==> src/rtl/datapath_register_bank.sv <==
// Processor datapath register bank: AR, R, PC, IR, RL, RC, RP, RQ, R1, AC, Z flag and the internal bus mux.
// Optional sticky increment-wrap flags on PC/RC/RP/RQ when REG_BANK_INC_OVF_EN is defined.
module datapath_register_bank #(
    parameter int unsigned DATA_WIDTH = 12,
    parameter int unsigned IR_WIDTH   = 8,
    parameter int unsigned ADDR_WIDTH = 8
) (
    input  logic                  clk,
    input  logic                  rst,
    input  logic [9:0]            wrEnReg,
    input  logic [3:0]            incReg,
    input  logic [3:0]            busSel,
    input  logic                  ZWrEn,
    input  logic [DATA_WIDTH-1:0] aluOut,
    input  logic [DATA_WIDTH-1:0] insMemData,
    input  logic [DATA_WIDTH-1:0] dataMemData,
    output logic [DATA_WIDTH-1:0] bus,
    output logic [IR_WIDTH-1:0]   ins,
    output logic                  Zout,
    output logic [ADDR_WIDTH-1:0] insAddr,
    output logic [ADDR_WIDTH-1:0] dataAddr,
    output logic [DATA_WIDTH-1:0] dataMemWrData,
    output logic [DATA_WIDTH-1:0] acOut
`ifdef REG_BANK_INC_OVF_EN
    ,
    output logic [3:0]            incOvf
`endif
);

    localparam logic [DATA_WIDTH-1:0] ONE = DATA_WIDTH'(1);

    logic [DATA_WIDTH-1:0] ar_q, ar_d;
    logic [DATA_WIDTH-1:0] r_q,  r_d;
    logic [DATA_WIDTH-1:0] pc_q, pc_d;
    logic [IR_WIDTH-1:0]   ir_q, ir_d;
    logic [DATA_WIDTH-1:0] rl_q, rl_d;
    logic [DATA_WIDTH-1:0] rc_q, rc_d;
    logic [DATA_WIDTH-1:0] rp_q, rp_d;
    logic [DATA_WIDTH-1:0] rq_q, rq_d;
    logic [DATA_WIDTH-1:0] r1_q, r1_d;
    logic [DATA_WIDTH-1:0] ac_q, ac_d;
    logic                  z_q,  z_d;

    always_comb begin
        bus = '0;
        unique case (busSel)
            4'd1:    bus = insMemData;
            4'd2:    bus = dataMemData;
            4'd3:    bus = pc_q;
            4'd4:    bus = DATA_WIDTH'(ir_q);
            4'd5:    bus = rl_q;
            4'd6:    bus = rc_q;
            4'd7:    bus = rp_q;
            4'd8:    bus = rq_q;
            4'd9:    bus = r1_q;
            4'd10:   bus = ac_q;
            4'd11:   bus = r_q;
            default: bus = '0;
        endcase
    end

    // A write to an incrementable register takes priority over its increment.
    always_comb begin
        ar_d = wrEnReg[9] ? bus : ar_q;
        r_d  = wrEnReg[8] ? bus : r_q;
        ir_d = wrEnReg[6] ? bus[IR_WIDTH-1:0] : ir_q;
        rl_d = wrEnReg[5] ? bus : rl_q;
        r1_d = wrEnReg[1] ? bus : r1_q;
        ac_d = wrEnReg[0] ? aluOut : ac_q;
        z_d  = ZWrEn ? (aluOut == '0) : z_q;

        pc_d = pc_q;
        if (wrEnReg[7])     pc_d = bus;
        else if (incReg[3]) pc_d = pc_q + ONE;

        rc_d = rc_q;
        if (wrEnReg[4])     rc_d = bus;
        else if (incReg[2]) rc_d = rc_q + ONE;

        rp_d = rp_q;
        if (wrEnReg[3])     rp_d = bus;
        else if (incReg[1]) rp_d = rp_q + ONE;

        rq_d = rq_q;
        if (wrEnReg[2])     rq_d = bus;
        else if (incReg[0]) rq_d = rq_q + ONE;
    end

    always_ff @(posedge clk) begin
        if (rst) begin
            ar_q <= '0;
            r_q  <= '0;
            pc_q <= '0;
            ir_q <= '0;
            rl_q <= '0;
            rc_q <= '0;
            rp_q <= '0;
            rq_q <= '0;
            r1_q <= '0;
            ac_q <= '0;
            z_q  <= 1'b0;
        end else begin
            ar_q <= ar_d;
            r_q  <= r_d;
            pc_q <= pc_d;
            ir_q <= ir_d;
            rl_q <= rl_d;
            rc_q <= rc_d;
            rp_q <= rp_d;
            rq_q <= rq_d;
            r1_q <= r1_d;
            ac_q <= ac_d;
            z_q  <= z_d;
        end
    end

`ifdef REG_BANK_INC_OVF_EN
    logic [3:0] ovf_q, ovf_d;
    logic [3:0] inc_eff;
    logic [3:0] at_max;

    always_comb begin
        inc_eff = incReg & ~{wrEnReg[7], wrEnReg[4], wrEnReg[3], wrEnReg[2]};
        at_max  = {pc_q == '1, rc_q == '1, rp_q == '1, rq_q == '1};
        ovf_d   = ovf_q | (inc_eff & at_max);
    end

    always_ff @(posedge clk) begin
        if (rst) ovf_q <= '0;
        else     ovf_q <= ovf_d;
    end

    assign incOvf = ovf_q;
`endif

    assign ins           = ir_q;
    assign Zout          = z_q;
    assign insAddr       = pc_q[ADDR_WIDTH-1:0];
    assign dataAddr      = ar_q[ADDR_WIDTH-1:0];
    assign dataMemWrData = ac_q;
    assign acOut         = ac_q;

endmodule

==> config.mk <==
export PLATFORM = sky130hd
export DESIGN_NAME = datapath_register_bank
export DESIGN_NICKNAME = d
export VERILOG_FILES = /design/src/rtl/datapath_register_bank.sv
export SDC_FILE = /design/constraint.sdc
export NUM_CORES = 1
export LEC_CHECK = 0
export CORE_MARGIN = 1.5
export CORE_UTILIZATION = 25
export DETAILED_ROUTE_END_ITERATION = 6
export GPL_ROUTABILITY_DRIVEN = 0
export SETUP_SLACK_MARGIN = 0.3
export SYNTH_ARGS = -nofsm -noshare
export SYNTH_HDL_FRONTEND = slang
export SYNTH_SLANG_ARGS = --single-unit
==> constraint.sdc <==
create_clock -name clk -period 3.15 [get_ports clk]
set_input_delay 0.63 -clock clk [delete_from_list [all_inputs] [get_ports clk]]
set_output_delay 0.63 -clock clk [all_outputs]
set_load 0.1 [all_outputs]
==> impl_summary.md <==
Power
IR analysis of the VDD net gives a maximum drop of 263.4 uV. The ratio of total power to cell area is 510.3 nW/um^2. For this design the static power due to leakage is 3.067 nW.

CTS
The longest clock path from root to sink contains 2 buffers. The clock drives 113 sinks. In this run, post-CTS hold repair placed 0 buffers. The CTS root buffer is sky130_fd_sc_hd__clkbuf_16. The clock network latency to the later pin of the worst-skew pair is 0.42 ns. In this run, CTS created clock tree buffers numbering 17. The clock transition at the registers of the reported paths is 0.05 ns. The H-tree generated during clock tree synthesis spans 4 levels. The clock tree from TritonCTS is yes.

Yosys
Of all cell types, the one taking the most synthesized area is sky130_fd_sc_hd__dfxtp_1. After synthesis, the mean cell area works out to 9.117 sq um. The number of synthesis warnings is 0. The synthesized design contains 113 register bits. The distinct cell type count of the synthesized netlist is 60.

By area the synthesized netlist is led by sky130_fd_sc_hd__dfxtp_1 (37%), sky130_fd_sc_hd__o32ai_1 (6.0%), sky130_fd_sc_hd__o22ai_1 (5.8%). The summed instance area of the synthesized netlist is 6081 sq um. The sequential cell area fraction in the yosys report is 37.20%. The area share of the largest cell type after synthesis is 37.20%. The post-synthesis cell count is 667. The number of flops mapped to enable cells by yosys is 0. The main flop type after synthesis is sky130_fd_sc_hd__dfxtp_1. The proportion of register bits with asynchronous set or reset after synthesis is 0%.

The number of nets produced by synthesis is 731.

Timing
The worst-margin pin slew is 0.6902 ns. The final max-slew violation count is 0. Headroom to the max-slew limit came out at 53.84%. The post-layout worst setup margin is 0.1637 ns.

Across all hold checks on the routed design, the worst slack comes to 0.4680 ns. Setup repair after global routing could not meet its margin everywhere. The hold violation count in the final report came to 0. After layout, the worst path uses 94.80% of the clock period. The final setup violation count is 0.

The final critical delay including setup and external delays is 2.986 ns. The final setup skew is 0.007375 ns. For the final routed database, the setup TNS stands at 0 ns. The peak clock frequency supported by timing is 334.9 MHz.

Setup path
The path type of the worst setup path is in -> out. The arrival time of the worst setup path is 2.36 ns. The kind of capture point of the worst setup path is an output port. Data on the critical path is required at its endpoint by 2.52 ns. Of all nets on the critical path, the largest fanout is 6. The critical path launch point type is a primary input.

Detailed routing
The first TritonRoute pass finished after 5 iterations. The number of vias per cell is 5.279. After detailed routing, the average wire length per cell comes to 20.54 um.

The detail route stage leaves a number of antenna-violating nets equal to 0. The remaining routing DRC violations is 0. The routed design has 23,540 um of wire. The detailed router's first-iteration violation count is 634. Detailed routing inserted a total of 6,050 vias.

Global routing
The number of antenna violations at the first check in global routing is 0. The first global-routing pass estimated 35,200 um of wire. The largest net degree at the start of global routing is 76. The number of global-route vias before repair is 5,695. The total routing resource utilization after global routing is 18.33%. The total congestion overflow after global routing is 0.

Final layout
The share of layout cells above drive strength 1 is 30.96%. After the last flow step, the layout net total stands at 878. Counting the fill cells in the layout gives 2,404. 0 antenna diodes ended up in the layout.

The final standard cell area without fillers is 8926 sq um. Relative to the synthesized area, the layout overhead comes to 46.79%. The total area of multi-input combinational cells is 3517 sq um. The area taken by flip-flops and latches is 2263 sq um.

Status
The flow ran to the end, and the final reports show no timing, DRC or antenna violations.

Placement
The cell area after placement is 7911 sq um. Timing analysis after detailed placement gives a worst setup slack of -0.3941 ns. The count of port buffers added during placement is 117.

The HPWL after detailed placement is 17,280 um.

Die
Pin placement for this block handled 118 I/O pins. The die boundary width is 159.0 um. The core footprint is 23,680 sq um. After floorplanning, the core was divided into 56 placement rows. The die is 159.0 um tall. The floorplan step defined a die boundary enclosing 25,270 sq um. The initial utilization of the core area, before any placement, comes to 25.68%.

Worst hold path
The path class of the tightest hold or removal check is reg -> reg.

Job
The tool flagged a number of max-cap violations equal to 0.
-- area by class of cell --
cell class              instances  area share (%)
repair buffers                197           21.28
multi-input cells             430           39.40
well taps                     319           4.472
flip-flops and latches        113           25.36
inverters                      55           2.495
clock buffers                  20           5.228
clock inverters                12           1.766
-- registers in the layout (all words and copies together), names as in the netlist --
signal,count
Zout,1
r1_q,12
rc_q,12
rq_q,12
r_q,12
ar_q,8
rp_q,12
ins,8
acOut,12
rl_q,12
pc_q,12
-- per-layer routing --
metal | GRT usage [%] | share of wire (%)
met5 | 0 | 0
met4 | 6.089 | 2.8
met3 | 4.715 | 8.3
met2 | 26.67 | 43
met1 | 26.13 | 46
-- critical path: stages --
cell and delay (ns):
sky130_fd_sc_hd__buf_6 0.07, sky130_fd_sc_hd__buf_8 0.12, sky130_fd_sc_hd__inv_12 0.03, sky130_fd_sc_hd__ha_4 0.19
sky130_fd_sc_hd__buf_6 0.12, sky130_fd_sc_hd__a222oi_1 0.41, sky130_fd_sc_hd__o22ai_2 0.17, sky130_fd_sc_hd__nor3_2 0.20
sky130_fd_sc_hd__buf_4 0.19, sky130_fd_sc_hd__nor2_4 0.04, sky130_fd_sc_hd__buf_12 0.16
-- final timing paths --
kind | startpoint | endpoint | slack (ns) | cells after the start
setup / recovery | busSel[2] | bus[2] | 0.16 | 11
hold / removal | Zout$_SDFFE_PP0P_ | Zout$_SDFFE_PP0P_ | 0.47 | 2
setup reg to reg | rc_q[1]$_SDFFE_PP0P_ | r1_q[1]$_SDFFE_PP0P_ | 1.31 | 5
hold reg to reg | Zout$_SDFFE_PP0P_ | Zout$_SDFFE_PP0P_ | 0.47 | 2
-- cells in the final DEF (no fill, tap or decap), types with 5 or more instances in the layout --
cell	count
sky130_fd_sc_hd__buf_4	115
sky130_fd_sc_hd__dfxtp_1	112
sky130_fd_sc_hd__inv_1	53
sky130_fd_sc_hd__clkdlybuf4s50_1	50
sky130_fd_sc_hd__o22ai_1	49
sky130_fd_sc_hd__o32ai_1	42
sky130_fd_sc_hd__xnor2_1	30
sky130_fd_sc_hd__mux2i_1	28
sky130_fd_sc_hd__nor2_1	28
sky130_fd_sc_hd__nand2_1	23
sky130_fd_sc_hd__buf_12	19
sky130_fd_sc_hd__nand4_1	18
sky130_fd_sc_hd__clkbuf_16	18
sky130_fd_sc_hd__nand3_1	16
sky130_fd_sc_hd__a21oi_1	15
sky130_fd_sc_hd__xor2_1	14
sky130_fd_sc_hd__nand3b_1	13
sky130_fd_sc_hd__nor2_4	11
sky130_fd_sc_hd__nor3_1	11
sky130_fd_sc_hd__a22oi_1	9
sky130_fd_sc_hd__nor4_1	8
sky130_fd_sc_hd__nand2b_1	8
sky130_fd_sc_hd__buf_6	8
sky130_fd_sc_hd__a22oi_2	7
sky130_fd_sc_hd__o22ai_2	6
sky130_fd_sc_hd__a21oi_2	5
sky130_fd_sc_hd__a211oi_1	5
sky130_fd_sc_hd__o311ai_0	5
-- synth_stat cells, types with 7 or more instances --
cell,count
sky130_fd_sc_hd__a21oi_1,18
sky130_fd_sc_hd__a22oi_1,16
sky130_fd_sc_hd__buf_2,13
sky130_fd_sc_hd__buf_4,23
sky130_fd_sc_hd__buf_6,9
sky130_fd_sc_hd__clkbuf_1,19
sky130_fd_sc_hd__dfxtp_1,113
sky130_fd_sc_hd__ha_1,7
sky130_fd_sc_hd__inv_1,55
sky130_fd_sc_hd__mux2i_1,30
sky130_fd_sc_hd__nand2_1,26
sky130_fd_sc_hd__nand2b_1,10
sky130_fd_sc_hd__nand3_1,18
sky130_fd_sc_hd__nand3b_1,13
sky130_fd_sc_hd__nand4_1,18
sky130_fd_sc_hd__nor2_1,40
sky130_fd_sc_hd__nor3_1,11
sky130_fd_sc_hd__nor4_1,8
sky130_fd_sc_hd__o22ai_1,56
sky130_fd_sc_hd__o32ai_1,42
sky130_fd_sc_hd__xnor2_1,30
sky130_fd_sc_hd__xor2_1,14
-- logic make-up (layout without fill, tap and decap cells) --
group           after synthesis  count (layout)  synth area share [%]
compound gates              179             179                 23.38
buf+inv                     124             284                 10.66
simple gates                169             169                 15.68
fa+ha+maj                     7               7                 1.440
flops                       113             113                 37.20
xor+xnor                     44              44                 6.337
mux                          31              31                 5.309
-- power breakdown --
part	internal, mW	switching, mW	total (mW)
Sequential	1.48	0.0705	1.55
Clock	1.31	0.716	2.02
Combinational	0.346	0.632	0.978
-- stage by stage --
step / util [%] / total power, mW / cells
finish: 37.69 / 4.555 / 1146
global placement: 33.41 / 2.503 / 1102
floorplan: - / 2.161 / 667
detailed placement: 33.41 / 2.505 / 1102
global route: 37.69 / 4.699 / 1146
CTS: 36.58 / 4.540 / 1139
-- timing repair --
item,4_1_cts,5_1_grt
pin swaps,12,26
gates resized for setup,29,40
buffers inserted,5,6
cloned,0,1
setup endpoints to repair,12,12
Note: power is estimated with default switching activity, not from simulation.
==> edit 1: new RTL, same flow settings <==
The parameter `DATA_WIDTH` goes from 12 to 14.
--- a/src/rtl/datapath_register_bank.sv
+++ b/src/rtl/datapath_register_bank.sv
@@ -3,3 +3,3 @@
 module datapath_register_bank #(
-    parameter int unsigned DATA_WIDTH = 12,
+    parameter int unsigned DATA_WIDTH = 14,
     parameter int unsigned IR_WIDTH   = 8,
Ports: changed (6 resized); port bits go from 118 to 130. No check against the original RTL was run, so the function may have changed too.
==> edit 1 against the original RTL <==
  * Total power up 6.6%
  * Synthesized area grew 9.0%
  * Sequential share of layout area up 1.5 points
  * Setup slack gained 0.0074 ns
  * Design area rose by 7.8%
  * Routed wire length is 14% higher
  * Synthesized cell count rose by 15%
  * Fmax grew 0.25%
  * Via count rose by 10%
  * Utilization is 0.75 points lower
  * Sequential cell count increased by 16
  * Hold slack worse by 0.010 ns
  * Largest cell class unchanged
  * Largest power group unchanged
  * Highest routed layer unchanged
==> edit 1: results (changes against the original RTL) <==
Setup path
The critical path's slowest cell is sky130_fd_sc_hd__a221oi_2 (was sky130_fd_sc_hd__a222oi_1). The launch instance of the worst register-to-register path is acOut[0] (was rc_q[1]). The endpoint of the lowest-slack register-to-register path is ar_q[0] (was r1_q[1]). The peak per-stage delay on the critical path is 0.29 ns (was 0.41 ns).

The number of cells traversed by the worst register-to-register path came to 6 (was 5). The highest net fanout along the worst path came to 7 (was 6). The worst-case register-to-register setup slack is 1.20 ns (was 1.31 ns).

Yosys
Commonest cells in the netlist: sky130_fd_sc_hd__dfxtp_1 (129), sky130_fd_sc_hd__nand2_1 (83), sky130_fd_sc_hd__o22ai_1 (72), sky130_fd_sc_hd__nor2_1 (50), sky130_fd_sc_hd__o21ai_0 (44) (was sky130_fd_sc_hd__dfxtp_1 (113), sky130_fd_sc_hd__o22ai_1 (56), sky130_fd_sc_hd__inv_1 (55), sky130_fd_sc_hd__o32ai_1 (42), sky130_fd_sc_hd__nor2_1 (40)). The synthesized net count came to 836 (was 731). The count of different cell masters after synthesis is 60 (unchanged).

Synth top area cells: sky130_fd_sc_hd__dfxtp_1 (39%), sky130_fd_sc_hd__o22ai_1 (6.8%), sky130_fd_sc_hd__mux2i_1 (4.8%) (was sky130_fd_sc_hd__dfxtp_1 (37%), sky130_fd_sc_hd__o32ai_1 (6.0%), sky130_fd_sc_hd__o22ai_1 (5.8%)). The share of synthesized area occupied by flip-flops and latches is 0.3897 (was 0.3720).

Detailed routing
The wire length the detailed router placed on met1 is 10.94 mm (was 10.84 mm). The via density per instance came to 5.297 (was 5.279). The routed wire length was 26.74 mm (was 23.54 mm). The count of TritonRoute iterations in the first routing pass is 5 (unchanged). The count of routing violations after the opening detailed-route iteration was 683 (was 634). The length of routed met2 wiring is 12.83 mm (was 10.07 mm). The detailed route wirelength on metal3 was 1.640 mm (was 1.959 mm).

Final layout
The share of final-layout standard cells stronger than drive strength 1 is 0.2667 (was 0.3096). The number of fill cells came to 2583 (was 2404). The final layout net count is 986 (was 878).

Pwr
The internal power of the cells was 3.377 mW (was 3.137 mW). The peak supply drop was 303.7 µV (was 263.4 µV). The leakage dissipation is 3.465 nW (was 3.067 nW).

Clock tree
The TritonCTS buffer count is 17 (unchanged).

Place
The number of port buffers is 129 (was 117). The detailed placement HPWL is 19.36 mm (was 17.28 mm). The worst slack at placement came to -0.3845 ns (was -0.3941 ns).

Timing
The relative slew slack is 0.1815 (was 0.5384). The clock skew is 0.008157 ns (was 0.007375 ns). The final hold slack is 0.4578 ns (was 0.4680 ns).

Outcome
Result of the run: complete, no violations (unchanged).

Global route
The number of global-route vias before repair is 6388 (was 5695). The global-route wire length before repair is 39.76 mm (was 35.20 mm). The total global-route track usage is 0.1914 (was 0.1833). The pin count of the biggest net entering global routing is 37 (was 76).

Hold path
The hold path endpoint was r1_q[0] (was Zout). The start point of the worst min-delay path is r1_q[0] (was Zout).
[edit 1: cell count changes after synthesis, sizes merged, moves of 17 or more]
| cell | change |
|---|---|
| nand2 | +56 |
| inv | -31 |
| xor2 | +22 |
| o21ai | +45 |
| nand3 | +17 |
| o32ai | -30 |
[edit 1: worst max-delay path: cells and delay by family]
family	cells	cell delay, ns
adders and majority gates	1	0.20
buffers and inverters	6	0.79
AOI/OAI and AO/OA	2	0.55
and+or+nand+nor	2	0.16
[edit 1: what timing repair did]
item / CTS / global route
cloned: 5 / 1
pin swaps: 20 / 15
buffers inserted: 5 / 5
endpoints found under the setup margin: 16 / 14
hold endpoints to repair: 0 / 0
gates resized for setup: 45 / 26
[edit 1: logic make-up (layout without fill, tap and decap cells)]
group           after synthesis  count (layout)  synth area share
fa+ha+maj                     7               7           0.01322
flops                       129             129            0.3897
simple gates                243             243            0.1854
buf+inv                     101             261           0.08119
xor+xnor                     52              52           0.06873
mux                          34              34           0.05174
compound gates              200             200            0.2100
[edit 1: worst max-delay path by stage]
| stage | startpoint | end | slack, ns | cells after the start |
|---|---|---|---|---|
| after floorplan | busSel[2] | bus[0] | 0.10 | 6 |
| after global placement | busSel[2] | bus[0] | -0.38 | 9 |
| after detailed placement | busSel[2] | bus[0] | -0.38 | 9 |
| after CTS | busSel[1] | bus[5] | 0.23 | 9 |
| after global routing | busSel[3] | bus[9] | 0.16 | 11 |
| final | busSel[3] | bus[9] | 0.17 | 11 |
[edit 1: layer usage]
layer  GRT usage  vias up
met2      0.3158      292
met1      0.2364     3232
met3     0.03885       75
li1            -     3081
met5           0        -
met4     0.09714        0
[edit 1: area by class of cell]
type | count | share of cell area
repair buffers | 208 | 0.2213
flip-flops and latches | 129 | 0.2683
multi-input cells | 536 | 0.3941
clock buffers | 25 | 0.05459
well taps | 335 | 0.04354
clock inverters | 4 | 0.007538
inverters | 24 | 0.01066
[edit 1: stage by stage]
step / std cells / util / TNS, ns / area, µm²
6_report: 1261 / 0.3694 / 0 / 9627
5_1_grt: 1261 / 0.3694 / 0 / 9627
4_1_cts: 1255 / 0.3640 / 0 / 9485
3_5_place_dp: 1216 / 0.3283 / -5.982 / 8554
3_3_place_gp: 1216 / 0.3283 / -5.046 / 8554
2_1_floorplan: 766 / - / 0 / 6734
[edit 1: power by group through the flow]
stage | clock (mW) | sequential, mW | combinational [mW]
final | 2.00 | 1.77 | 1.09
after global routing | 2.10 | 1.77 | 1.12
after CTS | 2.01 | 1.77 | 1.06
after detailed placement | 0 | 1.80 | 1.01
after global placement | 0 | 1.80 | 1.00
after floorplan | 0 | 1.89 | 0.527
==> edit 2: new RTL, same flow settings <==
Without the edit above. Register the outputs `insAddr` and `dataAddr`, with the module's reset; this adds one clock of latency there. The other outputs are not delayed to match.
--- a/src/rtl/datapath_register_bank.sv
+++ b/src/rtl/datapath_register_bank.sv
@@ -137,4 +137,11 @@
     assign Zout          = z_q;
-    assign insAddr       = pc_q[ADDR_WIDTH-1:0];
-    assign dataAddr      = ar_q[ADDR_WIDTH-1:0];
+    always_ff @(posedge clk) begin
+        if (rst) begin
+            insAddr  <= '0;
+            dataAddr <= '0;
+        end else begin
+            insAddr  <= pc_q[ADDR_WIDTH-1:0];
+            dataAddr <= ar_q[ADDR_WIDTH-1:0];
+        end
+    end
     assign dataMemWrData = ac_q;
Formal check against the unedited RTL: not equivalent (Yosys sat finds a counterexample within 4 cycles, from zero or initial values and one cycle with rst high).
==> edit 2 against the original RTL <==
  * Clock power shrank 2%
  * Setup slack lost 0.030 ns
  * Total power rose by 8.8%
  * Die area rose by 9.1%
  * Clock skew rose by 0.0044 ns
  * Sequential cell count rose by 16
  * Synthesized area is 9.3% higher
  * Sequential share of layout area increased by 1.6 points
  * Design area is 7.3% higher
  * Register-to-register slack worse by 0.10 ns
  * Routed wire length grew 11%
==> edit 2: results (changes against the original RTL) <==
Outcome
Result of the run: complete, no violations (unchanged).

Yosys
The compound-gate portion of the synthesized area is 0.2395 (was 0.2337). The adder and majority cell fraction of the synthesized area is 0.01318 (was 0.01440). The count of different cell masters after synthesis is 68 (was 60).

The share of synthesized area occupied by flip-flops and latches came to 0.3886 (was 0.3720). The share of the synthesized netlist area taken by xor and xnor gates is 0.05536 (was 0.06337). The synthesized net count came to 789 (was 731). Synth top area cells: sky130_fd_sc_hd__dfxtp_1 (39%), sky130_fd_sc_hd__o32ai_1 (4.2%), sky130_fd_sc_hd__mux2i_1 (3.9%) (was sky130_fd_sc_hd__dfxtp_1 (37%), sky130_fd_sc_hd__o32ai_1 (6.0%), sky130_fd_sc_hd__o22ai_1 (5.8%)). Commonest cells in the netlist: sky130_fd_sc_hd__dfxtp_1 (129), sky130_fd_sc_hd__nand2_1 (65), sky130_fd_sc_hd__o22ai_1 (40), sky130_fd_sc_hd__inv_1 (38), sky130_fd_sc_hd__nand3_1 (36) (was sky130_fd_sc_hd__dfxtp_1 (113), sky130_fd_sc_hd__o22ai_1 (56), sky130_fd_sc_hd__inv_1 (55), sky130_fd_sc_hd__o32ai_1 (42), sky130_fd_sc_hd__nor2_1 (40)). The average cell area after synthesis came to 9.166 µm² (was 9.117 µm²).

Setup path
The number of cells traversed by the worst register-to-register path was 6 (was 5). The data arrival time of the critical path came to 2.39 ns (was 2.36 ns). The highest net fanout along the worst path came to 8 (was 6).

Pwr
The peak supply drop is 420.2 µV (was 263.4 µV).

Global route
The global-route wire length before repair came to 38.77 mm (was 35.20 mm). The total global-route track usage was 0.1860 (was 0.1833). The pin count of the biggest net entering global routing is 83 (was 76).

Timing
The clock skew came to 0.01178 ns (was 0.007375 ns). The relative slew slack was 0.5417 (was 0.5384).

Detailed routing
The routed wire length was 26.07 mm (was 23.54 mm). The count of routing violations after the opening detailed-route iteration was 855 (was 634). The detailed-route via count is 6594 (was 6050).

Final layout
The number of fill cells came to 2591 (was 2404). The final layout net count is 952 (was 878).

Hold path
The number of cells on the worst hold path was 1 (was 2).
## edit 2: changes by cell type after synthesis, sizes merged, moves of 10 or more
cell    delta
o211ai    +10
xnor2     -10
nand2     +41
nor2b     +17
o22ai     -16
a21oi     -10
nand3     +18
o32ai     -10
inv       -17
dfxtp     +16
nand3b    -12
## edit 2: cells by family (layout without fill, tap and decap cells)
| family | after synthesis | after routing |
|---|---|---|
| adder cells (fa/ha/maj) | 7 | 7 |
| flip-flops | 129 | 129 |
| AND/OR/NAND/NOR | 223 | 223 |
| buffers and inverters | 103 | 279 |
| AO/OA/AOI/OAI | 190 | 190 |
| XOR/XNOR | 42 | 42 |
| multiplexers | 31 | 31 |
## edit 2: metrics by stage
step / cell area [µm²] / power, mW / setup slack (ns)
after floorplan: 6784 / 2.504 / 0.07008
after global placement: 8592 / 2.937 / -0.2818
after detailed placement: 8592 / 2.939 / -0.3081
after CTS: 9468 / 4.954 / 0.1606
after global routing: 9579 / 5.112 / 0.08350
final: 9579 / 4.954 / 0.1340
## edit 2: cell type report
class                           count  area (µm²)  share of cell area
Tap cell                          335       419.2             0.04376
Clock buffer                       18       439.2             0.04585
Clock inverter                     14       143.9             0.01502
Inverter                           39       158.9             0.01659
Sequential cell                   129        2585              0.2699
Timing Repair Buffer              208        2037              0.2126
Multi-Input combinational cell    493        3796              0.3963
## edit 2: layer usage
layer,GRT usage,wire [µm],vias to the layer above
met5,0,0,-
met1,0.2536,11160,3159
met4,0.07873,693,0
met3,0.03551,2281,47
met2,0.2861,11940,351
li1,-,-,3037
## edit 2: power by group
part	switching [mW]	internal, mW
clock network	0.843	1.13
registers	0.0897	1.71
logic	0.750	0.431
total	1.68	3.27
## edit 2: worst max-delay path, cell delays in order
cell and delay (ns):
sky130_fd_sc_hd__buf_6 0.10, sky130_fd_sc_hd__buf_6 0.11, sky130_fd_sc_hd__ha_4 0.19, sky130_fd_sc_hd__buf_6 0.15, sky130_fd_sc_hd__buf_8 0.14, sky130_fd_sc_hd__buf_6 0.12, sky130_fd_sc_hd__a22o_1 0.21, sky130_fd_sc_hd__and3_4 0.18
sky130_fd_sc_hd__a221oi_4 0.28, sky130_fd_sc_hd__nor2_2 0.10, sky130_fd_sc_hd__buf_12 0.18
## edit 2: repair_timing
| item | CTS | global route |
|---|---|---|
| endpoints found under the setup margin | 12 | 12 |
| pin swaps | 19 | 15 |
| gates cloned | 2 | 0 |
| buffers inserted | 15 | 1 |
| gates resized for setup | 39 | 22 |
## edit 2: path summary, 6_finish.rpt
kind	endpoint	startpoint	slack, ns
setup / recovery	bus[5]	busSel[3]	0.13
hold / removal	dataAddr[0]	ar_q[0]	0.47
setup reg to reg	ar_q[3]	rq_q[3]	1.21
hold reg to reg	dataAddr[0]	ar_q[0]	0.47
